File: src/rtl/joybus_pkg.sv
// Joybus shared definitions: bit-cell timing derived from the clock rate and TX FSM states.
package joybus_pkg;

    localparam int JB_CLK_PER_US = 25;

    // One Joybus bit cell is 4 us; short phase 1 us, long phase 3 us.
    function automatic int jb_t_bit(input int clk_per_us);
        return 4 * clk_per_us;
    endfunction

    function automatic int jb_t_short(input int clk_per_us);
        return clk_per_us;
    endfunction

    function automatic int jb_t_long(input int clk_per_us);
        return 3 * clk_per_us;
    endfunction

    localparam int JB_T_BIT   = jb_t_bit(JB_CLK_PER_US);
    localparam int JB_T_SHORT = jb_t_short(JB_CLK_PER_US);
    localparam int JB_T_LONG  = jb_t_long(JB_CLK_PER_US);

    typedef enum logic [1:0] {
        JB_IDLE = 2'd0,
        JB_LOW  = 2'd1,
        JB_HIGH = 2'd2,
        JB_STOP = 2'd3
    } jb_tx_state_e;

endpackage

File: src/rtl/joybus_tx_if.sv
// Command handshake between the transaction sequencer (master) and the Joybus transmitter (slave).
interface joybus_tx_if #(
    parameter int MAX_BYTES = 3
) ();

    logic                   tx_start;
    logic [1:0]             tx_len;
    logic [8*MAX_BYTES-1:0] tx_data;
    logic                   tx_busy;
    logic                   tx_done;

    modport master (
        output tx_start,
        output tx_len,
        output tx_data,
        input  tx_busy,
        input  tx_done
    );

    modport slave (
        input  tx_start,
        input  tx_len,
        input  tx_data,
        output tx_busy,
        output tx_done
    );

endinterface

File: src/rtl/joybus_tx.sv
// Joybus host transmitter: shifts a 1..MAX_BYTES command out MSB-first as open-drain
// pulse-width bit cells, then a console stop bit, and flags completion.
module joybus_tx
    import joybus_pkg::*;
#(
    parameter int CLK_PER_US = 25,
    parameter int MAX_BYTES  = 3
) (
    input  logic        clk,
    input  logic        rst_n,
    joybus_tx_if.slave  cmd_if,
    output logic        jb_tx_oe
);

    localparam int T_BIT   = jb_t_bit(CLK_PER_US);
    localparam int T_SHORT = jb_t_short(CLK_PER_US);
    localparam int T_LONG  = jb_t_long(CLK_PER_US);
    localparam int TIMER_W = $clog2(T_BIT + 1);
    localparam int DW      = 8 * MAX_BYTES;

    localparam logic [TIMER_W-1:0] TM_SHORT_LAST = TIMER_W'(T_SHORT - 1);
    localparam logic [TIMER_W-1:0] TM_LONG_LAST  = TIMER_W'(T_LONG - 1);
    localparam logic [TIMER_W-1:0] TM_BIT_LAST   = TIMER_W'(T_BIT - 1);
    localparam logic [TIMER_W-1:0] TM_SHORT      = TIMER_W'(T_SHORT);

    jb_tx_state_e         state_q, state_d;
    logic [TIMER_W-1:0]   timer_q, timer_d;
    logic [DW-1:0]        shift_q, shift_d;
    logic [4:0]           bits_q, bits_d;
    logic                 oe_q, oe_d;
    logic                 done_q, done_d;

    logic [31:0]          len_ext;
    logic                 start_ok;
    logic [TIMER_W-1:0]   low_last;

    // A start is only honoured for a length the shift register can hold.
    assign len_ext  = {30'd0, cmd_if.tx_len};
    assign start_ok = cmd_if.tx_start && (cmd_if.tx_len != 2'd0) && (len_ext <= 32'(MAX_BYTES));

    // The bit on the wire is always the shift register MSB; a 1 gets the short low phase.
    assign low_last = shift_q[DW-1] ? TM_SHORT_LAST : TM_LONG_LAST;

    // Next-state logic. STOP holds one cycle past the low phase so tx_done lands on the
    // cycle the line is released while the FSM still refuses new starts.
    always_comb begin
        state_d = state_q;
        timer_d = timer_q;
        shift_d = shift_q;
        bits_d  = bits_q;
        unique case (state_q)
            JB_IDLE: begin
                if (start_ok) begin
                    state_d = JB_LOW;
                    timer_d = '0;
                    shift_d = cmd_if.tx_data;
                    bits_d  = {cmd_if.tx_len, 3'b000};
                end
            end
            JB_LOW: begin
                timer_d = timer_q + 1'b1;
                if (timer_q == low_last) begin
                    state_d = JB_HIGH;
                end
            end
            JB_HIGH: begin
                if (timer_q == TM_BIT_LAST) begin
                    timer_d = '0;
                    shift_d = {shift_q[DW-2:0], 1'b0};
                    bits_d  = bits_q - 5'd1;
                    state_d = (bits_q != 5'd1) ? JB_LOW : JB_STOP;
                end else begin
                    timer_d = timer_q + 1'b1;
                end
            end
            JB_STOP: begin
                if (timer_q == TM_SHORT) begin
                    state_d = JB_IDLE;
                    timer_d = '0;
                end else begin
                    timer_d = timer_q + 1'b1;
                end
            end
            default: begin
                state_d = JB_IDLE;
                timer_d = '0;
            end
        endcase
        // Outputs are decoded from the next state so the pad and done pulse come straight off flops.
        oe_d   = (state_d == JB_LOW) || ((state_d == JB_STOP) && (timer_d < TM_SHORT));
        done_d = (state_d == JB_STOP) && (timer_d == TM_SHORT);
    end

    // State, datapath and output registers; reset releases the line immediately.
    always_ff @(posedge clk or negedge rst_n) begin
        if (!rst_n) begin
            state_q <= JB_IDLE;
            timer_q <= '0;
            shift_q <= '0;
            bits_q  <= '0;
            oe_q    <= 1'b0;
            done_q  <= 1'b0;
        end else begin
            state_q <= state_d;
            timer_q <= timer_d;
            shift_q <= shift_d;
            bits_q  <= bits_d;
            oe_q    <= oe_d;
            done_q  <= done_d;
        end
    end

    assign jb_tx_oe       = oe_q;
    assign cmd_if.tx_busy = (state_q != JB_IDLE);
    assign cmd_if.tx_done = done_q;

endmodule

File: src/flat_wrapper.sv
// flat-port wrapper written by rule: the top's interface ports become plain ports
module joybus_tx_flat import joybus_pkg::*;
#(
    parameter int CLK_PER_US = 25,
    parameter int MAX_BYTES  = 3
)
  (clk, rst_n, jb_tx_oe, cmd_if_tx_start, cmd_if_tx_len, cmd_if_tx_data, cmd_if_tx_busy, cmd_if_tx_done);
  joybus_tx_if #(.MAX_BYTES(MAX_BYTES)) cmd_if_i ();
  input  logic clk;
  input  logic rst_n;
  output logic jb_tx_oe;
  input wire logic [$bits(cmd_if_i.tx_start)-1:0] cmd_if_tx_start;
  input wire logic [$bits(cmd_if_i.tx_len)-1:0] cmd_if_tx_len;
  input wire logic [$bits(cmd_if_i.tx_data)-1:0] cmd_if_tx_data;
  output wire logic [$bits(cmd_if_i.tx_busy)-1:0] cmd_if_tx_busy;
  output wire logic [$bits(cmd_if_i.tx_done)-1:0] cmd_if_tx_done;
  assign cmd_if_i.tx_start = cmd_if_tx_start;
  assign cmd_if_i.tx_len = cmd_if_tx_len;
  assign cmd_if_i.tx_data = cmd_if_tx_data;
  assign cmd_if_tx_busy = cmd_if_i.tx_busy;
  assign cmd_if_tx_done = cmd_if_i.tx_done;
  joybus_tx #(.CLK_PER_US(CLK_PER_US), .MAX_BYTES(MAX_BYTES)) u_core (.clk(clk), .rst_n(rst_n), .cmd_if(cmd_if_i), .jb_tx_oe(jb_tx_oe));
endmodule
File: config.mk
export PLATFORM = sky130hd
export DESIGN_NAME = joybus_tx_flat
export DESIGN_NICKNAME = d
export VERILOG_FILES = /design/src/rtl/joybus_pkg.sv /design/src/rtl/joybus_tx_if.sv /design/src/rtl/joybus_tx.sv /design/src/flat_wrapper.sv
export SDC_FILE = /design/constraint.sdc
export NUM_CORES = 1
export LEC_CHECK = 0
export CORE_MARGIN = 2
export CORE_UTILIZATION = 40
export DETAILED_ROUTE_END_ITERATION = 8
export PLACE_DENSITY = 0.71
export SLEW_MARGIN = 20
export SYNTH_ARGS = -nofsm -noshare
export SYNTH_HDL_FRONTEND = slang
export SYNTH_SLANG_ARGS = --single-unit
File: constraint.sdc
create_clock -name clk -period 2.3 [get_ports clk]
set_input_delay 0.575 -clock clk [delete_from_list [all_inputs] [get_ports clk]]
set_output_delay 0.575 -clock clk [all_outputs]
set_load 0.01 [all_outputs]
==> impl_metrics.json <==
{
  "first_global_vias": 1684,
  "grt_pass1_wl_mm": 7.67,
  "grt_usage_pct": 16.0,
  "avgSynthCellArea_um2": 9.64,
  "n_fill_cell": 475,
  "core_um2": 5200,
  "cts_max_level": 2,
  "layout_commonest_cell": "dfrtp_1",
  "rrSetupSlack_ns": 0.06,
  "gp_congestion": 0.918,
  "seq_area_um2": 1000,
  "grt_max_degree": 41,
  "ys_ff_latch": 40,
  "finalSetupViolCount": 0,
  "dieWidth_um": 78.0,
  "dr.pass1.iters": 4,
  "power_frac_clock_pct": 19.2,
  "numCtsBuffers": 5,
  "maxSlewViolCount": 0,
  "cts_tree": "built",
  "dieArea_um2": 6080,
  "hpwl_mm": 3.13,
  "multiInputGateArea_um2": 1070,
  "powerDensity_nw_per_um2": 944,
  "hp-class": "primary input to asynchronous set/reset pin",
  "yosys.area.top_type": "dfrtp_1",
  "grt-ovfl-total": 0,
  "netlist_area_um2": 2190,
  "cts.sinks": 40,
  "antenna_cells": 0,
  "most-common-layout-cells": "dfrtp_1, nand2_1, clkdlybuf4s50_1",
  "drt-initial-drc-count": 96,
  "netlist.area_leader.share_pct": 45.7,
  "insertion_delay_ns": 0.29,
  "drc": 0,
  "finalWirelength_mm": 4.45,
  "worst_pin_slew_ns": 0.513,
  "area.growth.synth_to_final_pct": 26.8,
  "clock-root-buffer": "clkbuf_8",
  "p_sw_share_pct": 35.2,
  "max-cap-violations": 0,
  "ys_seq_area_share_pct": 45.7,
  "die_h_um": 78.0,
  "syn-num-nets": 260,
  "synth.area.top_cells": "dfrtp_1, mux2i_1, nand2_1, o21ai_0, ha_1",
  "min_period_ns": 2.24,
  "cts-hold-fix-buffers": 0,
  "port_buffers": 31,
  "vias": 1737,
  "arrival_ns": 2.44,
  "routedWlPerCell_um": 13.2,
  "worstSetupPathType": "flip-flop to flip-flop",
  "drive_gt1_share_pct": 14.7,
  "ant_nets": 0,
  "setup.worst_path.end_class": "flip-flop",
  "antenna_found_initial": 0,
  "initial_core_util_pct": 42.0,
  "critPathMaxFanout": 6,
  "clk_pin_slew_ns": 0.08,
  "setup.worst_path.start_class": "flip-flop",
  "p_int_w": 0.00170,
  "fmax_mhz": 447,
  "finClkSkew_ns": 0.00575,
  "yosys_warnings": 0,
  "hold_viol_final": 0,
  "status": "finished, final reports clean",
  "finalPower_w": 0.00262,
  "combPwrFrac_pct": 34.2,
  "clk_path_buf_depth": 2,
  "peakVddDrop_v": 0.000367,
  "synth_cell_types": 46,
  "min_period_over_period_pct": 97.4,
  "hold_ws_ns": 0.317,
  "pin_count": 32,
  "slew_headroom_pct": 65.8,
  "netSwitchingPower_w": 0.000923,
  "cp.required_ns": 2.50,
  "nets": 298,
  "postSynthCellCount": 227,
  "pwr-share-seq_pct": 46.6,
  "p_leak_nw": 1.13,
  "core.rowCount": 26,
  "viasPerCell": 5.17
}
==> path summary, 6_finish.rpt <==
check,start,end,depth (start not counted)
max,u_core.timer_q[1]$_DFF_PN0_,u_core.jb_tx_oe$_DFF_PN0_,9
min,rst_n,u_core.timer_q[5]$_DFF_PN0_,2
max reg2reg,u_core.timer_q[1]$_DFF_PN0_,u_core.jb_tx_oe$_DFF_PN0_,9
min reg2reg,u_core.shift_q[21]$_DFFE_PN0P_,u_core.shift_q[21]$_DFFE_PN0P_,2
max in group asynchronous,rst_n,u_core.timer_q[1]$_DFF_PN0_,2
min in group clk,u_core.shift_q[21]$_DFFE_PN0P_,u_core.shift_q[21]$_DFFE_PN0P_,2
==> area by class of cell <==
class	instances	area share, %
clock buffers	6	2.98
repair buffers	47	17.1
well taps	70	3.16
clock inverters	2	0.541
inverters	10	1.35
flip-flops and latches	40	36.2
multi-input cells	161	38.7
==> routing by layer <==
layer	GRT usage [%]	routed length, µm
met5	0	0
met4	5.44	48
met3	5.58	260
met2	25.3	2100
met1	20.3	2040
==> logic make-up (layout without fill, tap and decap cells) <==
kind of cell,count (synthesis),count (layout),synth area share (%)
xor gates and xnor gates,2,2,0.801
and+or+nand+nor,72,72,16.4
adders and majority gates,4,4,2.29
buffers and inverters,26,65,6.57
DFF,40,40,45.7
muxes,23,23,10.5
AOI/OAI and AO/OA,60,60,17.7
==> worst max-delay path, cell delays in order, from the launching register on <==
cell	delay [ns]
dfrtp_2	0.45
inv_2	0.09
ha_4	0.13
nand3b_1	0.15
o41ai_4	0.40
buf_4	0.19
a21boi_0	0.11
o21ai_2	0.17
o211ai_1	0.16
a221oi_2	0.30
==> power by group through the flow <==
stage | logic [W] | clock network (W) | registers (W)
floorplan | 0.000663 | 0 | 0.00113
global placement | 0.000821 | 0 | 0.00121
detailed placement | 0.000845 | 0 | 0.00122
CTS | 0.000845 | 0.000528 | 0.00121
global route | 0.00101 | 0.000560 | 0.00126
finish | 0.000896 | 0.000503 | 0.00122
==> registers in the layout, summed over array words and instances, names as in the netlist <==
signal and count:
u_core.shift_q 24, u_core.cmd_if.tx_done 1, u_core.jb_tx_oe 1, u_core.bits_q 5, u_core.state_q 2, u_core.timer_q 7
==> Yosys cell counts (all sizes together) <==
library cell  count
a211o             1
a21boi            1
a21oi             7
a221oi            2
a222oi            1
a22o              1
and2              3
and4bb            1
buf              12
clkbuf            4
dfrtp            40
ha                4
inv              10
mux2i            23
nand2            37
nand2b            3
nand3             4
nand3b            1
nand4             1
nand4bb           1
nor2              7
nor2b             1
nor3              3
nor4              2
nor4b             2
nor4bb            1
o211ai            2
o21ai            34
o21bai            2
o22a              4
o22ai             2
o31ai             1
o41ai             2
or2               1
or3               4
xnor2             2
==> what timing repair did <==
item                                   4_1_cts  5_1_grt
buffers inserted                             0        3
endpoints found under the hold margin        0        0
setup endpoints to repair                    0        1
gates resized for setup                      0        8
==> metrics by stage <==
| stage | TNS (ns) | setup slack (ns) | utilization [%] | cells | area (µm²) |
|---|---|---|---|---|---|
| 2_1_floorplan | 0 | 0.410 | - | 227 | 2190 |
| 3_3_place_gp | -0.0368 | -0.0368 | 50.5 | 325 | 2630 |
| 3_5_place_dp | -0.137 | -0.0818 | 50.5 | 325 | 2630 |
| 4_1_cts | 0 | 0.107 | 52.4 | 333 | 2730 |
| 5_1_grt | -0.0680 | -0.0680 | 53.3 | 336 | 2770 |
| 6_report | 0 | 0.0609 | 53.3 | 336 | 2770 |
Power figures use the tool's default switching activity.
